$ cat src/rtl/lsu_pkg.sv
// Shared encodings for the load/store unit: access sizes, one-hot FSM states,
// byte-lane constants and the alignment rule used when a request is accepted.
package lsu_pkg;

  localparam int WIDTH     = 32;
  localparam int ADDR_W    = 10;
  localparam int WORD_AW   = ADDR_W - 2;
  localparam int BYTE_BITS = 8;
  localparam int HALF_BITS = 16;

  // Byte-address bits that select a lane inside the word; addr[1] alone picks a half.
  localparam int LANE_LSB  = 0;
  localparam int LANE_MSB  = 1;
  localparam int HALF_SEL  = 1;

  typedef enum logic [1:0] {
    SZ_BYTE = 2'b00,
    SZ_HALF = 2'b01,
    SZ_WORD = 2'b10,
    SZ_ILL  = 2'b11
  } size_e;

  localparam int ST_IDLE_BIT  = 0;
  localparam int ST_READ_BIT  = 1;
  localparam int ST_WRITE_BIT = 2;
  localparam int ST_RESP_BIT  = 3;

  typedef enum logic [3:0] {
    ST_IDLE  = 4'b0001,
    ST_READ  = 4'b0010,
    ST_WRITE = 4'b0100,
    ST_RESP  = 4'b1000
  } state_e;

  typedef struct packed {
    logic             we;
    size_e            size;
    logic             sgn;
    logic [1:0]       lane;
    logic [WIDTH-1:0] wdata;
  } req_t;

  function automatic logic is_misaligned(input size_e size, input logic [1:0] lane);
    logic bad;
    case (size)
      SZ_BYTE: bad = 1'b0;
      SZ_HALF: bad = lane[LANE_LSB];
      SZ_WORD: bad = |lane;
      default: bad = 1'b1;
    endcase
    return bad;
  endfunction

endpackage

$ cat src/rtl/lsu_if.sv
// Request/response port of the load/store unit plus its word-wide memory port.
// The master side is the pipeline together with the memory; the slave is the LSU.
interface lsu_if #(
  parameter int WIDTH  = 32,
  parameter int ADDR_W = 10
);

  logic              req_valid;
  logic              req_ready;
  logic              req_we;
  logic [1:0]        req_size;
  logic              req_signed;
  logic [ADDR_W-1:0] req_addr;
  logic [WIDTH-1:0]  req_wdata;

  logic              rsp_valid;
  logic [WIDTH-1:0]  rsp_rdata;
  logic              rsp_misaligned;

  logic              mem_wnr;
  logic [ADDR_W-3:0] mem_address;
  logic [WIDTH-1:0]  mem_in;
  logic [WIDTH-1:0]  mem_out;

  modport master (
    output req_valid, req_we, req_size, req_signed, req_addr, req_wdata,
    input  req_ready, rsp_valid, rsp_rdata, rsp_misaligned,
    input  mem_wnr, mem_address, mem_in,
    output mem_out
  );

  modport slave (
    input  req_valid, req_we, req_size, req_signed, req_addr, req_wdata,
    output req_ready, rsp_valid, rsp_rdata, rsp_misaligned,
    output mem_wnr, mem_address, mem_in,
    input  mem_out
  );

endinterface

$ cat src/rtl/lsu_lane_align.sv
// Combinational byte-lane logic: pulls a sub-word out of a memory word with
// sign/zero extension, and merges store data into a word preserving other lanes.
module lsu_lane_align
  import lsu_pkg::*;
(
  input  logic [WIDTH-1:0] word,
  input  logic [WIDTH-1:0] wdata,
  input  logic [1:0]       lane,
  input  size_e            size,
  input  logic             sgn,
  output logic [WIDTH-1:0] extracted,
  output logic [WIDTH-1:0] merged
);

  logic [4:0]       shamt;
  logic [WIDTH-1:0] shifted;
  logic [WIDTH-1:0] lane_mask;
  logic [WIDTH-1:0] lane_data;

  // Halfword requests only get here with lane[0]=0, so one lane shift serves both sizes.
  assign shamt   = {lane, 3'b000};
  assign shifted = word >> shamt;

  always_comb begin
    extracted = '0;
    case (size)
      SZ_BYTE: extracted = {{(WIDTH-BYTE_BITS){sgn & shifted[BYTE_BITS-1]}},
                            shifted[BYTE_BITS-1:0]};
      SZ_HALF: extracted = {{(WIDTH-HALF_BITS){sgn & shifted[HALF_BITS-1]}},
                            shifted[HALF_BITS-1:0]};
      default: extracted = word;
    endcase
  end

  always_comb begin
    lane_mask = '0;
    lane_data = '0;
    case (size)
      SZ_BYTE: begin
        lane_mask = {{(WIDTH-BYTE_BITS){1'b0}}, {BYTE_BITS{1'b1}}} << shamt;
        lane_data = {{(WIDTH-BYTE_BITS){1'b0}}, wdata[BYTE_BITS-1:0]} << shamt;
      end
      SZ_HALF: begin
        lane_mask = {{(WIDTH-HALF_BITS){1'b0}}, {HALF_BITS{1'b1}}} << shamt;
        lane_data = {{(WIDTH-HALF_BITS){1'b0}}, wdata[HALF_BITS-1:0]} << shamt;
      end
      default: begin
        lane_mask = '1;
        lane_data = wdata;
      end
    endcase
    merged = (word & ~lane_mask) | (lane_data & lane_mask);
  end

endmodule

$ cat src/rtl/load_store_unit.sv
// Load/store unit: one request at a time through IDLE/READ/WRITE/RESP, with
// read-modify-write for sub-word stores and fault detection before any memory cycle.
module load_store_unit
  import lsu_pkg::*;
(
  input logic clk,
  input logic rst_n,
  lsu_if.slave bus
);

  state_e               state_q;
  state_e               state_d;
  req_t                 req_q;
  logic [WIDTH-1:0]     rsp_rdata_q;
  logic                 rsp_misaligned_q;
  logic [WORD_AW-1:0]   mem_address_q;
  logic [WIDTH-1:0]     mem_in_q;
  logic [WIDTH-1:0]     extracted;
  logic [WIDTH-1:0]     merged;
  logic                 fault;
  logic                 word_store;

  assign fault      = is_misaligned(size_e'(bus.req_size), bus.req_addr[LANE_MSB:LANE_LSB]);
  assign word_store = bus.req_we && (bus.req_size == SZ_WORD);

  // Handshake and write strobe are straight flop outputs of the one-hot state.
  assign bus.req_ready      = state_q[ST_IDLE_BIT];
  assign bus.rsp_valid      = state_q[ST_RESP_BIT];
  assign bus.mem_wnr        = state_q[ST_WRITE_BIT];
  assign bus.rsp_rdata      = rsp_rdata_q;
  assign bus.rsp_misaligned = rsp_misaligned_q;
  assign bus.mem_address    = mem_address_q;
  assign bus.mem_in         = mem_in_q;

  lsu_lane_align u_align (
    .word      (bus.mem_out),
    .wdata     (req_q.wdata),
    .lane      (req_q.lane),
    .size      (req_q.size),
    .sgn       (req_q.sgn),
    .extracted (extracted),
    .merged    (merged)
  );

  always_ff @(posedge clk or negedge rst_n) begin
    if (!rst_n) state_q <= ST_IDLE;
    else        state_q <= state_d;
  end

  always_comb begin
    state_d = state_q;
    case (state_q)
      ST_IDLE: begin
        if (bus.req_valid) begin
          if (fault)           state_d = ST_RESP;
          else if (word_store) state_d = ST_WRITE;
          else                 state_d = ST_READ;
        end
      end
      ST_READ:  state_d = req_q.we ? ST_WRITE : ST_RESP;
      ST_WRITE: state_d = ST_RESP;
      ST_RESP:  state_d = ST_IDLE;
      default:  state_d = ST_IDLE;
    endcase
  end

  // Memory-side registers only move on accept (or on the merge in READ), so they
  // stay stable for the whole write cycle and through the response.
  always_ff @(posedge clk or negedge rst_n) begin
    if (!rst_n) begin
      req_q            <= '0;
      rsp_rdata_q      <= '0;
      rsp_misaligned_q <= 1'b0;
      mem_address_q    <= '0;
      mem_in_q         <= '0;
    end else begin
      case (state_q)
        ST_IDLE: begin
          if (bus.req_valid) begin
            req_q.we         <= bus.req_we;
            req_q.size       <= size_e'(bus.req_size);
            req_q.sgn        <= bus.req_signed;
            req_q.lane       <= bus.req_addr[LANE_MSB:LANE_LSB];
            req_q.wdata      <= bus.req_wdata;
            rsp_rdata_q      <= '0;
            rsp_misaligned_q <= fault;
            if (!fault) begin
              mem_address_q <= bus.req_addr[ADDR_W-1:2];
              if (word_store) mem_in_q <= bus.req_wdata;
            end
          end
        end
        ST_READ: begin
          if (req_q.we) mem_in_q    <= merged;
          else          rsp_rdata_q <= extracted;
        end
        default: ;
      endcase
    end
  end

endmodule

$ cat src/flat_wrapper.sv
// flat-port wrapper written by rule: the top's interface ports become plain ports
module load_store_unit_flat import lsu_pkg::*;
  (clk, rst_n, bus_req_valid, bus_req_we, bus_req_size, bus_req_signed, bus_req_addr, bus_req_wdata, bus_req_ready, bus_rsp_valid, bus_rsp_rdata, bus_rsp_misaligned, bus_mem_wnr, bus_mem_address, bus_mem_in, bus_mem_out);
  lsu_if bus_i ();
  input logic clk;
  input logic rst_n;
  input wire logic [$bits(bus_i.req_valid)-1:0] bus_req_valid;
  input wire logic [$bits(bus_i.req_we)-1:0] bus_req_we;
  input wire logic [$bits(bus_i.req_size)-1:0] bus_req_size;
  input wire logic [$bits(bus_i.req_signed)-1:0] bus_req_signed;
  input wire logic [$bits(bus_i.req_addr)-1:0] bus_req_addr;
  input wire logic [$bits(bus_i.req_wdata)-1:0] bus_req_wdata;
  output wire logic [$bits(bus_i.req_ready)-1:0] bus_req_ready;
  output wire logic [$bits(bus_i.rsp_valid)-1:0] bus_rsp_valid;
  output wire logic [$bits(bus_i.rsp_rdata)-1:0] bus_rsp_rdata;
  output wire logic [$bits(bus_i.rsp_misaligned)-1:0] bus_rsp_misaligned;
  output wire logic [$bits(bus_i.mem_wnr)-1:0] bus_mem_wnr;
  output wire logic [$bits(bus_i.mem_address)-1:0] bus_mem_address;
  output wire logic [$bits(bus_i.mem_in)-1:0] bus_mem_in;
  input wire logic [$bits(bus_i.mem_out)-1:0] bus_mem_out;
  assign bus_i.req_valid = bus_req_valid;
  assign bus_i.req_we = bus_req_we;
  assign bus_i.req_size = bus_req_size;
  assign bus_i.req_signed = bus_req_signed;
  assign bus_i.req_addr = bus_req_addr;
  assign bus_i.req_wdata = bus_req_wdata;
  assign bus_req_ready = bus_i.req_ready;
  assign bus_rsp_valid = bus_i.rsp_valid;
  assign bus_rsp_rdata = bus_i.rsp_rdata;
  assign bus_rsp_misaligned = bus_i.rsp_misaligned;
  assign bus_mem_wnr = bus_i.mem_wnr;
  assign bus_mem_address = bus_i.mem_address;
  assign bus_mem_in = bus_i.mem_in;
  assign bus_i.mem_out = bus_mem_out;
  load_store_unit u_core (.clk(clk), .rst_n(rst_n), .bus(bus_i));
endmodule
$ cat config.mk
export PLATFORM = sky130hd
export DESIGN_NAME = load_store_unit_flat
export DESIGN_NICKNAME = d
export VERILOG_FILES = /design/src/rtl/lsu_pkg.sv /design/src/rtl/lsu_if.sv /design/src/rtl/lsu_lane_align.sv /design/src/rtl/load_store_unit.sv /design/src/flat_wrapper.sv
export SDC_FILE = /design/constraint.sdc
export NUM_CORES = 1
export LEC_CHECK = 0
export CORE_MARGIN = 10
export CORE_UTILIZATION = 41
export CTS_BUF_LIST = sky130_fd_sc_hd__clkbuf_4 sky130_fd_sc_hd__clkbuf_8
export CTS_CLUSTER_SIZE = 12
export DETAILED_ROUTE_END_ITERATION = 7
export HOLD_SLACK_MARGIN = 0.02
export PLACE_DENSITY = 0.76
export REMOVE_ABC_BUFFERS = 1
export SETUP_SLACK_MARGIN = 0.02
export SYNTH_ARGS = -nofsm -noshare
export SYNTH_HDL_FRONTEND = slang
export SYNTH_HIERARCHICAL = 1
export SYNTH_SLANG_ARGS = --single-unit
$ cat constraint.sdc
create_clock -name clk -period 2.65 [get_ports clk]
set_clock_uncertainty 0.15 [all_clocks]
set_input_delay 0.265 -clock clk [delete_from_list [all_inputs] [get_ports clk]]
set_output_delay 0.265 -clock clk [all_outputs]
set_load 0.005 [all_outputs]
==> impl_metrics.toml <==
[timing]
whs_ps = 88.8
worst_slew_pin_slew_ps = 1000
final-hold-violation-count = 0
rsz0062_at_grt = "no"
setup_tns_ps = 0
fmax_ghz = 0.415
timing.final.max_slew_violations = 0
setup_viol_count_final = 0
finalWorstSetupSlack_ps = 240
timing.final.crit_share_pct = 91.0
slew_headroom_pct = 32.9
period_needed_ps = 2410

[pwr]
static-leakage-power_nw = 3.76
power.sequential.fraction_pct = 32.1
finalPower_mw = 9.24
pwr_dens_mw_per_mm2 = 1040
pwr-share-clk_pct = 20.0
share_comb_of_total_power_pct = 47.9
power.share.switching_pct = 37.3
p_int_mw = 5.79
ir_worst_vdd_mv = 0.483
switchingPower_mw = 3.45

[synth]
synth.top_cells.by_area = "dfrtp_1 43%, mux2_2 15%, nand2_1 7.4%"
post-synth-top-area-fraction_pct = 42.6
synthDistinctLibCells = 52
synth_common_cells = "132 x nand2_1, 114 x dfrtp_1, 89 x mux2_2"
synth_area_per_cell_um2 = 9.70
post_synth_xor_area_fraction_pct = 0
post_synth_instance_area_mm2 = 0.00670
mux_contribution_to_synthesized_area_pct = 17.3
seq_area_frac_synth_pct = 43.0
async_reset_ff_share_pct = 100
dominantRegCellSynth = "dfrtp_1"
ys.warnings.count = 6
synthesis.instances = 691
post-synth-top-count-cell = "nand2_1"
largest_family_of_logic_cells_by_synthesized_area = "multiplexers"
synth-edff-count = 0
synth_simple_gate_area_share_pct = 16.7
synth_adder_area_share_pct = 0
synth_compound_area_share_pct = 15.8
postSynthRegisterBits = 115
synth_top_cell_by_area = "dfrtp_1"

[worst_setup_path]
cp_slowest_cell = "a211oi_2"
timing.setup.critical_path_class = "register to register"
timing.reg2reg.worst_path_depth = 6
r2r_setup_slack_ps = 240
reg2reg_from = "u_core/req_q[35]$_DFFE_PN0P_"
worst_ep_arrival_time_ps = 2660
critical_path.most_common_cell = "nand2_1"
worst_r2r_endpoint = "u_core/bus.mem_in[18]$_DFFE_PN0P_"
path_max_fanout = 12
cp-start-kind = "register"
endpoint_kind = "register"
crit_path_max_incr_delay_ps = 870
path_cells = "nor2b_1 -> a211oi_2 -> a221o_1 -> nand2_1 -> nand2_1 -> mux2_2"
cp.required_ps = 2900

[place]
detailed_place.area_mm2 = 0.00846
hpwl_mm = 14.7
globalplace.congestion = 0.806
place.port_buffers = 156
dpl_worst_slack_ps = 265

[clock_tree]
cts.clk_slew.worst_paths_ps = 80
cts_root_buf = "clkbuf_8"
cts-htree-levels = 4
worstSkewPairLatency_ps = 450
cts_made_buffers = 17
cts_tree = "built"
clkSinkCount = 115
cts.path.max_buffers = 2

[min_path]
hold_path.class = "primary input to asynchronous set/reset pin"

[routing]
wl_mm = 21.2
detail_route.iter0.violations = 488
post_drt_wl_per_cell_um = 19.9
detail-route-antenna-nets = 0
viasPerCell = 5.46
detail_route.first_pass.iterations = 5
detailroute.via_count = 5835
drc_errors = 0

[global_route]
grt_max_degree = 71
global_route.overflow_total = 0
grt_antenna_before_repair = 0
number_of_global_route_vias_before_repair = 5945
global_route_wire_length_before_repair_mm = 33.5
grt.total_usage_pct = 19.4

[layout]
area.growth.synth_to_final_pct = 33.0
design.final.nets = 921
finish.instance_area_mm2 = 0.00891
final_layout_size_suffix_gt1_share_pct = 20.8
antennaDiodeCount = 0

[outcome]
status = "finished, final reports clean"

[floorplanning]
core_area_mm2 = 0.0159
rows = 46
design.portCount = 157
fp.dieArea_mm2 = 0.0219
die_x_um = 148
floorplan.initialDensity_pct = 42.0
die_boundary_height_um = 148

[job]
cap_viol_max_count = 0
[sequential cells by signal (all words and copies together), names as in the netlist]
name / cells
u_core/bus.rsp_rdata: 32
u_core/bus.mem_address: 8
u_core/state_q: 4
u_core/req_q: 38
u_core/bus.rsp_misaligned: 1
u_core/bus.mem_in: 32
[power groups by stage]
stage          registers [mW]  clock network [mW]  logic, mW
3_3_place_gp             2.96                   0       4.32
6_report                 2.97                1.84       4.42
5_1_grt                  3.07                1.96       4.75
2_1_floorplan            3.01                   0       2.38
4_1_cts                  2.96                1.89       4.42
3_5_place_dp             2.98                   0       4.38
[what timing repair did]
item,4_1_cts,5_1_grt
endpoints found under the hold margin,114,0
resized for setup,0,0
setup buffers,0,0
hold buffers,1,0
[cells in the final DEF, fill, tap and decap left out, types with 4 or more instances in the layout]
cell and instances:
inv_1 42, bufinv_16 4, clkdlybuf4s50_1 155, nor3_1 9, a22oi_1 14, a21oi_1 8, o21ai_0 50, dfrtp_1 112
a32oi_1 5, nand2_1 131, nor2_1 10, buf_4 23, a221o_1 8, clkinv_2 4, o211ai_1 5, mux2_2 89
a221oi_1 17, nand3_1 34, nor2b_1 30, o31ai_1 8, o21ai_1 9, clkbuf_8 19, buf_12 4, a22o_1 8
mux2_4 9
[stage by stage]
| step | util [%] | cells |
|---|---|---|
| after global placement | 53.1 | 1036 |
| final | 55.9 | 1069 |
| after detailed placement | 53.1 | 1036 |
| after CTS | 55.9 | 1069 |
| after floorplan | - | 638 |
| after global routing | 55.9 | 1069 |
[layout make-up]
class	count	area, um^2
Sequential cell	115	2880
Clock inverter	13	181
Timing Repair Buffer	183	1810
Tap cell	216	270
Inverter	42	158
Clock buffer	19	262
Multi-Input combinational cell	481	3350
Fill cell	1375	7030
[logic make-up after synthesis]
kind of cell	after synthesis
multiplexers	99
flip-flops	115
AND/OR/NAND/NOR	236
buffers and inverters	95
AO/OA/AOI/OAI	146
[worst max-delay path, delay by kind of cell, from the launching register on]
kind             cells  cell delay, ps
AND/OR/NAND/NOR      3             390
multiplexers         1             150
AO/OA/AOI/OAI        2            1150
flip-flops           1             520
[worst max path at each step]
stage                                        from                                end  slack [ps]  depth (start not counted)
floorplan           u_core/state_q[2]$_DFFE_PN0P_   u_core/bus.mem_in[0]$_DFFE_PN0P_       -4880                          4
global placement                  bus_req_size[0]  u_core/bus.mem_in[17]$_DFFE_PN0P_         310                          6
detailed placement                bus_req_size[0]   u_core/bus.mem_in[4]$_DFFE_PN0P_         260                          6
CTS                  u_core/req_q[35]$_DFFE_PN0P_  u_core/bus.mem_in[18]$_DFFE_PN0P_         340                          6
global route         u_core/req_q[35]$_DFFE_PN0P_  u_core/bus.mem_in[18]$_DFFE_PN0P_         220                          6
finish               u_core/req_q[35]$_DFFE_PN0P_  u_core/bus.mem_in[18]$_DFFE_PN0P_         240                          6
[metal layers]
| metal | GRT usage [%] | wire [um] | vias to the layer above |
|---|---|---|---|
| li1 | - | - | 2731 |
| met1 | 24.2 | 9100 | 2819 |
| met2 | 30.9 | 10100 | 248 |
| met3 | 5.74 | 1570 | 37 |
| met4 | 7.83 | 517 | 0 |
| met5 | 0 | 0 | - |
(Power assumes the default switching activity.)
